===== config.mk =====
export PLATFORM = sky130hd
export DESIGN_NAME = mem_dma_flat
export DESIGN_NICKNAME = d
export VERILOG_FILES = /design/src/rtl/mem_dma_if.sv /design/src/rtl/mem_dma.sv /design/src/flat_wrapper.sv
export SDC_FILE = /design/constraint.sdc
export NUM_CORES = 1
export LEC_CHECK = 0
export ABC_AREA = 1
export CAP_MARGIN = 20
export CORE_MARGIN = 2
export CORE_UTILIZATION = 32
export CTS_CLUSTER_SIZE = 40
export DETAILED_ROUTE_END_ITERATION = 8
export PLACE_DENSITY = 0.52
export SLEW_MARGIN = 15
export SYNTH_ARGS = -nofsm -noshare
export SYNTH_HDL_FRONTEND = slang
export SYNTH_SLANG_ARGS = --single-unit

===== constraint.sdc =====
create_clock -name clk -period 3.5 [get_ports clk]
set_clock_uncertainty 0.2 [all_clocks]
set_input_delay 0.35 -clock clk [delete_from_list [all_inputs] [get_ports clk]]
set_output_delay 0.35 -clock clk [all_outputs]
set_load 0.02 [all_outputs]

===== src/rtl/mem_dma_if.sv =====
`default_nettype none
// ============================================================================
//  Module      : mem_dma_if
//  Description : picorv32-style native memory bus between the DMA initiator
//                (master) and a memory responder (slave).
//  Revision    : 1.0 - initial release
// ============================================================================
interface mem_dma_if;
    logic        mem_valid;
    logic        mem_instr;
    logic [31:0] mem_addr;
    logic [31:0] mem_wdata;
    logic [3:0]  mem_wstrb;
    logic        mem_ready;
    logic [31:0] mem_rdata;

    modport master (
        output mem_valid,
        output mem_instr,
        output mem_addr,
        output mem_wdata,
        output mem_wstrb,
        input  mem_ready,
        input  mem_rdata
    );

    modport slave (
        input  mem_valid,
        input  mem_instr,
        input  mem_addr,
        input  mem_wdata,
        input  mem_wstrb,
        output mem_ready,
        output mem_rdata
    );
endinterface
`default_nettype wire


===== src/rtl/mem_dma.sv =====
`default_nettype none
// ============================================================================
//  Module      : mem_dma
//  Description : Word-copy DMA engine on the picorv32 native memory bus.
//                Copies len_words 32-bit words from src_addr to dst_addr,
//                one read then one write per word, with a dead cycle after
//                every completed bus access.
//                Optional macro MEM_DMA_FILL_EN adds a fill mode that writes
//                a constant value to the destination without reading.
//  Revision    : 1.0 - initial release
// ============================================================================
module mem_dma #(
    parameter int LEN_W = 16
) (
    input  logic             clk,
    input  logic             nrst,
    input  logic             start,
    input  logic [31:0]      src_addr,
    input  logic [31:0]      dst_addr,
    input  logic [LEN_W-1:0] len_words,
`ifdef MEM_DMA_FILL_EN
    input  logic             fill_mode,
    input  logic [31:0]      fill_value,
`endif
    output logic             busy,
    output logic             done,
    mem_dma_if.master        mem
);

    localparam logic [LEN_W-1:0] c_len_one  = {{(LEN_W-1){1'b0}}, 1'b1};
    localparam logic [31:0]      c_word_inc = 32'd4;
    localparam logic [31:0]      c_align    = 32'hFFFF_FFFC;
    localparam logic [3:0]       c_strb_wr  = 4'b1111;
    localparam logic [3:0]       c_strb_rd  = 4'b0000;

    typedef enum logic [1:0] {
        S_IDLE   = 2'd0,
        S_READ   = 2'd1,
        S_WRITE  = 2'd2,
        S_FINISH = 2'd3
    } state_t;

    state_t           r_state;
    logic [31:0]      r_src;
    logic [31:0]      r_dst;
    logic [31:0]      r_data;
    logic [31:0]      r_addr;
    logic [LEN_W-1:0] r_count;
    logic             r_valid;
    logic [3:0]       r_wstrb;
    logic             r_busy;
    logic             r_done;
    logic [1:0]       r_settle;
    logic             r_fill;

    logic             w_fill_req;
    logic [31:0]      w_fill_value;
    logic [31:0]      w_src_aligned;
    logic [31:0]      w_dst_aligned;
    logic             w_last;

`ifdef MEM_DMA_FILL_EN
    assign w_fill_req   = fill_mode;
    assign w_fill_value = fill_value;
`else
    assign w_fill_req   = 1'b0;
    assign w_fill_value = 32'd0;
`endif

    assign w_src_aligned = src_addr & c_align;
    assign w_dst_aligned = dst_addr & c_align;
    assign w_last        = (r_count == c_len_one);

    // Transfer sequencer: every bus-facing output is a register owned here.
    // A request is raised in the cycle after entering READ/WRITE, which
    // leaves the bus idle for one cycle after every handshake. Completion is
    // reported two cycles after the final write handshake.
    always_ff @(posedge clk) begin
        if (!nrst) begin
            r_state  <= S_IDLE;
            r_src    <= 32'd0;
            r_dst    <= 32'd0;
            r_data   <= 32'd0;
            r_addr   <= 32'd0;
            r_count  <= '0;
            r_valid  <= 1'b0;
            r_wstrb  <= c_strb_rd;
            r_busy   <= 1'b0;
            r_done   <= 1'b0;
            r_settle <= 2'd0;
            r_fill   <= 1'b0;
        end else begin
            r_done <= 1'b0;
            case (r_state)
                S_IDLE: begin
                    if (start) begin
                        if (len_words == '0) begin
                            // Empty copy: report completion straight away.
                            r_state  <= S_FINISH;
                            r_done   <= 1'b1;
                            r_settle <= 2'd0;
                        end else begin
                            r_src   <= w_src_aligned;
                            r_dst   <= w_dst_aligned;
                            r_count <= len_words;
                            r_busy  <= 1'b1;
                            r_fill  <= w_fill_req;
                            r_valid <= 1'b1;
                            if (w_fill_req) begin
                                r_state <= S_WRITE;
                                r_addr  <= w_dst_aligned;
                                r_wstrb <= c_strb_wr;
                                r_data  <= w_fill_value;
                            end else begin
                                r_state <= S_READ;
                                r_addr  <= w_src_aligned;
                                r_wstrb <= c_strb_rd;
                            end
                        end
                    end
                end

                S_READ: begin
                    if (!r_valid) begin
                        r_valid <= 1'b1;
                        r_addr  <= r_src;
                        r_wstrb <= c_strb_rd;
                    end else if (mem.mem_ready) begin
                        r_data  <= mem.mem_rdata;
                        r_valid <= 1'b0;
                        r_state <= S_WRITE;
                    end
                end

                S_WRITE: begin
                    if (!r_valid) begin
                        r_valid <= 1'b1;
                        r_addr  <= r_dst;
                        r_wstrb <= c_strb_wr;
                    end else if (mem.mem_ready) begin
                        r_valid <= 1'b0;
                        r_src   <= r_src + c_word_inc;
                        r_dst   <= r_dst + c_word_inc;
                        r_count <= r_count - c_len_one;
                        if (w_last) begin
                            r_state  <= S_FINISH;
                            r_settle <= 2'd2;
                        end else if (r_fill) begin
                            r_state <= S_WRITE;
                        end else begin
                            r_state <= S_READ;
                        end
                    end
                end

                S_FINISH: begin
                    if (r_done) begin
                        r_state <= S_IDLE;
                    end else if (r_settle > 2'd1) begin
                        r_settle <= r_settle - 2'd1;
                    end else begin
                        r_settle <= 2'd0;
                        r_done   <= 1'b1;
                        r_busy   <= 1'b0;
                    end
                end

                default: begin
                    r_state <= S_IDLE;
                end
            endcase
        end
    end

    assign busy          = r_busy;
    assign done          = r_done;
    assign mem.mem_valid = r_valid;
    assign mem.mem_instr = 1'b0;
    assign mem.mem_addr  = r_addr;
    assign mem.mem_wdata = r_data;
    assign mem.mem_wstrb = r_wstrb;

endmodule
`default_nettype wire

===== src/flat_wrapper.sv =====
// flat-port wrapper written by rule: the top's interface ports become plain ports
module mem_dma_flat 
#(
    parameter int LEN_W = 16
)
  (clk, nrst, start, src_addr, dst_addr, len_words, busy, done, mem_mem_valid, mem_mem_instr, mem_mem_addr, mem_mem_wdata, mem_mem_wstrb, mem_mem_ready, mem_mem_rdata);
  mem_dma_if mem_i ();
  input  logic clk;
  input  logic nrst;
  input  logic start;
  input  logic [31:0] src_addr;
  input  logic [31:0] dst_addr;
  input  logic [LEN_W-1:0] len_words;
  output logic busy;
  output logic done;
  output wire logic [$bits(mem_i.mem_valid)-1:0] mem_mem_valid;
  output wire logic [$bits(mem_i.mem_instr)-1:0] mem_mem_instr;
  output wire logic [$bits(mem_i.mem_addr)-1:0] mem_mem_addr;
  output wire logic [$bits(mem_i.mem_wdata)-1:0] mem_mem_wdata;
  output wire logic [$bits(mem_i.mem_wstrb)-1:0] mem_mem_wstrb;
  input wire logic [$bits(mem_i.mem_ready)-1:0] mem_mem_ready;
  input wire logic [$bits(mem_i.mem_rdata)-1:0] mem_mem_rdata;
  assign mem_mem_valid = mem_i.mem_valid;
  assign mem_mem_instr = mem_i.mem_instr;
  assign mem_mem_addr = mem_i.mem_addr;
  assign mem_mem_wdata = mem_i.mem_wdata;
  assign mem_mem_wstrb = mem_i.mem_wstrb;
  assign mem_i.mem_ready = mem_mem_ready;
  assign mem_i.mem_rdata = mem_mem_rdata;
  mem_dma #(.LEN_W(LEN_W)) u_core (.clk(clk), .nrst(nrst), .start(start), .src_addr(src_addr), .dst_addr(dst_addr), .len_words(len_words), .busy(busy), .done(done), .mem(mem_i));
endmodule

# [Word-level counts from Yosys, hierarchy flattened]
# Index checks and enable logic that the tools add are counted.
[word_totals] in_bits=116 mem_count=0 latch_bits=0 elab_cells=101 romBits=0 output_inout_bits=72 reg_bits=155 ramBits=0
[classes] mux=53 n_lt_le_gt_ge=1 n_eq_ne=17 shifts=0 n_mul=0 reduce_logical=15 n_bitwise=0 n_div=0 add_sub_neg=4
[ops] cell="$mux 32" count=10
[ops] cell="$pmux 32 s2" count=2
[ops] cell="$pmux 32 s3" count=1
[ops] cell="$add 32x3->32 const B" count=2
[ops] cell="$mux 16" count=4
[ops] cell="$pmux 16 s2" count=1
[ops] cell="$mux 2" count=15
[ops] cell="$eq 16x1->1 const B" count=1
[ops] cell="$logic_not 16->1" count=1
[ops] cell="$mux 4" count=4
[ops] cell="$ne 2x2->1 const B" count=8
[ops] cell="$sub 16x1->16 const B" count=1
[ops] cell="$reduce_and 5->1" count=3
[ops] cell="$pmux 4 s3" count=1
[ops] cell="$mux 1" count=10
[ops] cell="$ne 2x1->1 const B" count=5
[ops] cell="$pmux 2 s4" count=1
[ops] cell="$reduce_and 7->1" count=1
[ops] cell="$pmux 1 s2" count=3
[ops] cell="$pmux 2 s3" count=1
[ops] cell="$reduce_and 3->1" count=2
[ops] cell="$reduce_and 6->1" count=1
[ops] cell="$reduce_bool 2->1" count=3
[ops] cell="$reduce_bool 3->1" count=2
[ops] cell="other kinds (6)" count=7

# [Longest topological paths before layout]
[logic_depth] depth_word=5 mapped_depth=12

# [Worst setup path after synthesis]
# No wires, ideal clock.
[synth_timing] kind="register -> register" from="register u_core.r_state[0]" to="register u_core.r_count[14]" setup_time_ns=0.117 required_time_ns=3.183 t_arrival_ns=1.615 slack_ns=1.568 path_buffers=3 stages_incl_launch_ff=9 path_cell_list="dfxtp_1 inv_1 ha_1 buf_2 buf_4 buf_2 or2_2 a21oi_1 nor2_1"
[synth_via] elab_chain_cells=3
[synth_rtl] element="from (decl)" line_no="mem_dma.sv:43" rtl="state_t r_state;"
[synth_rtl] element="from (signal assigned)" line_no="mem_dma.sv:80" rtl="r_state <= S_IDLE;"
[synth_rtl] element="from (signal assigned)" line_no="mem_dma.sv:99" rtl="r_state <= S_FINISH;"
[synth_rtl] element="from (signal assigned)" line_no="mem_dma.sv:110" rtl="r_state <= S_WRITE;"
[synth_rtl] element="$eq 2x2->1 or $logic_not 2->1 (tied branches)" line_no="mem_dma.sv:94" rtl="case (r_state)"
[synth_rtl] element="$ne 2x1->1 (no source line) (tied with other cells)"
[synth_rtl] element="$reduce_and 5->1 (no source line)"
[synth_rtl] element="to (signal assigned)" line_no="mem_dma.sv:105" rtl="r_count <= len_words;"
[synth_rtl] element="to (signal assigned)" line_no="mem_dma.sv:144" rtl="r_count <= r_count - c_len_one;"
[synth_rtl] element="to (decl)" line_no="mem_dma.sv:48" rtl="logic [LEN_W-1:0] r_count;"
# Parallel ways exist; a longest one is shown, timed or not.
# A chain may end at the register's enable or synchronous reset.

# [Worst setup path in the final report]
[layout_timing] from="register u_core.r_state[1]" to="register u_core.r_addr[16], in the netlist u_core.mem.mem_addr[16]"
[layout_via] elab_chain_cells=3
[layout_rtl] element="$eq 2x2->1 (tied with other cells)" line_no="mem_dma.sv:94"
[layout_rtl] element="$ne 2x2->1 (no source line) or $reduce_bool 3->1 (tied branches)"
[layout_rtl] element="$reduce_and 5->1 (no source line)"
[layout_rtl] element="to (signal assigned)" line_no="mem_dma.sv:111" rtl="r_addr <= w_dst_aligned;"
[layout_rtl] element="to (signal assigned)" line_no="mem_dma.sv:116" rtl="r_addr <= w_src_aligned;"
[layout_rtl] element="to (signal assigned)" line_no="mem_dma.sv:126" rtl="r_addr <= r_src;"
[layout_rtl] element="to (decl)" line_no="mem_dma.sv:47" rtl="logic [31:0] r_addr;"
# Parallel ways exist; a longest one is shown, timed or not.

==> flow_summary.toml <==
[timing]
worst_pin_slew_ns = 0.920
setup_tns_ns = 0
worst_hold_slack_ns = 0.260
fin_crit_ns = 2.90
setup_violations = 0
relSlewSlack = 0.383
drv_slew = 0
grt_setup_unrepaired = "false"
period_share = 0.829
fmax_mhz = 345
final_hold_viol_count = 0

[route]
ant_nets = 0
route.detailed.drc = 0
wirelength_mm = 32.8
avgRoutedWirePerCell_um = 16.0
first_pass_iters = 5
first_iter_violations = 744
vias = 10100
viasPerCell = 4.94

[clocking]
cts_tree = "done"
post_cts_buffers = 0
cts_hold_buffers = 0
path_clk_slew_ns = 0.06
htree_levels = 4
cts_resized = 0
numCtsBuffers = 17
cts.path.max_buffers = 2
root_buffer = "clkbuf_16"
numClockSinks = 147
insertion_delay_ns = 0.42

[global_routing]
grt_pass1_wl_mm = 51.9
grt_pass1_vias = 9378
grt_max_degree = 73
grt_overflow = 0
grt.total_usage = 0.216
antenna_found_initial = 0

[worst_hold_path]
hp-class = "reg -> reg"

[die]
ios = 188
rows = 61
start_util = 0.326
dieArea_um2 = 29900
die_h_um = 173
core-area_um2 = 27900
die_w_um = 173

[run_status]
outcome = "complete, no violations"

[cells_and_area]
layout-drive-gt1-share = 0.0442
fin_cells = 2054
antenna_cells = 0
num-nets-final = 1791
syn2layout_area_growth_pct = 29.8

[place]
io_buffers = 182
routabilityCongestion = 0.896
post-dp-hpwl_mm = 23.5
place_inst = 2023

[power]
ir_drop_mv = 0.495
powerDensity_nw_per_um2 = 793
power.leakage_uw = 0.00454

[job]
cap_violations = 0

[logic_synthesis]
ys_types = 40
syn_inst = 1532
synth-seq-area-share = 0.323
syn_area_per_cell_um2 = 5.95
syn_area_um2 = 9120
syn_nets = 1659
yosys_register_bits = 147
yosysWarnings = 0

[setup_path]
worstPathArrival_ns = 3.04
cp-end-kind = "flop"
start_kind = "flop"
crit_fanout = 27
worstPathRequired_ns = 3.64
critical_path_class = "reg -> reg"
state kept, by name (all words and copies together), names as in the netlist:
signal / cells
u_core.mem.mem_wdata: 32
u_core.mem.mem_addr: 31
u_core.r_dst: 30
u_core.r_src: 30
u_core.r_count: 16
u_core.r_settle: 2
u_core.r_state: 2
u_core.busy: 1
u_core.done: 1
u_core.mem.mem_valid: 1
u_core.mem.mem_wstrb: 1
Yosys cell counts:
master      n  area, µm²
inv_1     125        469
nor2_2      5       31.3
nand2_1   478       1790
o211ai_1    3       22.5
nor3_2      1       10.0
nand3_2     2       20.0
a21boi_0    1       7.51
inv_2       1       3.75
a211oi_1    1       7.51
o21ai_0   107        536
and2_1      1       6.26
nand3_1   153        766
o21ai_1     5       25.0
buf_1       7       26.3
nand3b_1    1       7.51
nor3_1      6       30.0
clkinv_1    3       11.3
buf_6       2       22.5
o22ai_1    19        119
xor2_1      2       17.5
mux2_2      5       56.3
a21oi_1   132        661
nor2_4      2       22.5
or2_2       5       31.3
ha_1       11        138
nand2_2     2       12.5
a22o_1      1       8.76
nor3b_1     1       7.51
a21o_1      1       7.51
o21a_1      1       7.51
nand4_1    13       81.3
buf_4      10       75.1
mux2i_1     6       60.1
clkbuf_1   38        143
nor2_1    200        751
buf_2      29        145
conb_1      1       3.75
a31oi_1     1       6.26
xnor2_1     3       26.3
dfxtp_1   147       2940
final timing paths:
path / cells past startpoint / slack (ns) / startpoint / endpoint
max: 8 / 0.60 / u_core.r_state[1]$_SDFFE_PN0P_ / u_core.mem.mem_addr[16]$_SDFFE_PN0P_
min: 2 / 0.26 / u_core.mem.mem_wdata[29]$_SDFFE_PN0P_ / u_core.mem.mem_wdata[29]$_SDFFE_PN0P_
max reg2reg: 8 / 0.60 / u_core.r_state[1]$_SDFFE_PN0P_ / u_core.mem.mem_addr[16]$_SDFFE_PN0P_
min reg2reg: 2 / 0.26 / u_core.mem.mem_wdata[29]$_SDFFE_PN0P_ / u_core.mem.mem_wdata[29]$_SDFFE_PN0P_
layout by cell type, fill, tap and decap left out, types with 2 or more instances in the layout:
cell | Yosys | routed
a21oi_1 | 132 | 132
nor2_1 | 200 | 200
clkinv_1 | 3 | 3
o21ai_0 | 107 | 107
nand3_1 | 153 | 153
buf_4 | 10 | 13
o211ai_1 | 3 | 3
inv_2 | 1 | 2
nor2_4 | 2 | 2
o22ai_1 | 19 | 19
nor3_1 | 6 | 6
nand2_1 | 478 | 478
mux2_2 | 5 | 5
inv_6 | 0 | 3
mux2i_1 | 6 | 6
or2_2 | 5 | 5
xnor2_1 | 3 | 3
clkdlybuf4s50_1 | 0 | 182
nand4_1 | 13 | 13
bufinv_16 | 0 | 5
nor2_2 | 5 | 5
o21ai_1 | 5 | 4
clkbuf_16 | 0 | 17
buf_12 | 0 | 4
clkinv_2 | 0 | 4
inv_1 | 125 | 123
nand2_2 | 2 | 2
dfxtp_1 | 147 | 147
ha_1 | 11 | 10
clkinvlp_4 | 0 | 2
xor2_1 | 2 | 2
stage by stage:
stage	worst slack [ns]	util	power [µW]	cell area (µm²)
global placement	0.645	0.401	7320	11200
finish	0.599	0.424	9390	11800
detailed placement	0.629	0.401	7360	11200
floorplan	1.57	-	5810	9120
CTS	0.626	0.424	9440	11800
global route	0.341	0.424	10100	11800
power by group:
| part | leakage, µW | total (µW) | switching (µW) | internal (µW) |
|---|---|---|---|---|
| sequential | 0.00121 | 2870 | 627 | 2240 |
| clock | 0.000307 | 2040 | 772 | 1270 |
| combinational | 0.00303 | 4490 | 2930 | 1560 |
| total | 0.00454 | 9390 | 4330 | 5070 |
routing by layer:
metal | GRT usage | up-vias | wire, µm
met5 | 0 | - | 0
li1 | - | 5188 | -
met2 | 0.340 | 334 | 14400
met3 | 0.0567 | 31 | 2610
met4 | 0.0699 | 0 | 815
met1 | 0.287 | 4596 | 15000
worst max-delay path, cell delays in order, from the launching register on:
cell and delay, ns:
dfxtp_1 0.38, inv_1 0.15, ha_1 0.36, clkinv_1 0.81, o21ai_0 0.42, nand2_1 0.07, o21ai_0 0.15, nand3_1 0.13
a21oi_1 0.13
cell families after synthesis:
family / count (synthesis) / share of synthesized area
flops: 147 / 0.323
buf+inv: 215 / 0.0982
compound gates: 272 / 0.154
other cells: 1 / 0.000411
fa+ha+maj: 11 / 0.0151
mux: 11 / 0.0128
simple gates: 870 / 0.392
xor+xnor: 5 / 0.00480
area by class of cell:
class | instances | area (µm²)
Clock buffer | 18 | 429
Clock inverter | 13 | 206
Fill cell | 3052 | 16100
Inverter | 129 | 485
Multi-Input combinational cell | 1170 | 5300
Sequential cell | 147 | 2940
Tap cell | 378 | 473
Timing Repair Buffer | 199 | 2000
(Power assumes the default switching activity.)
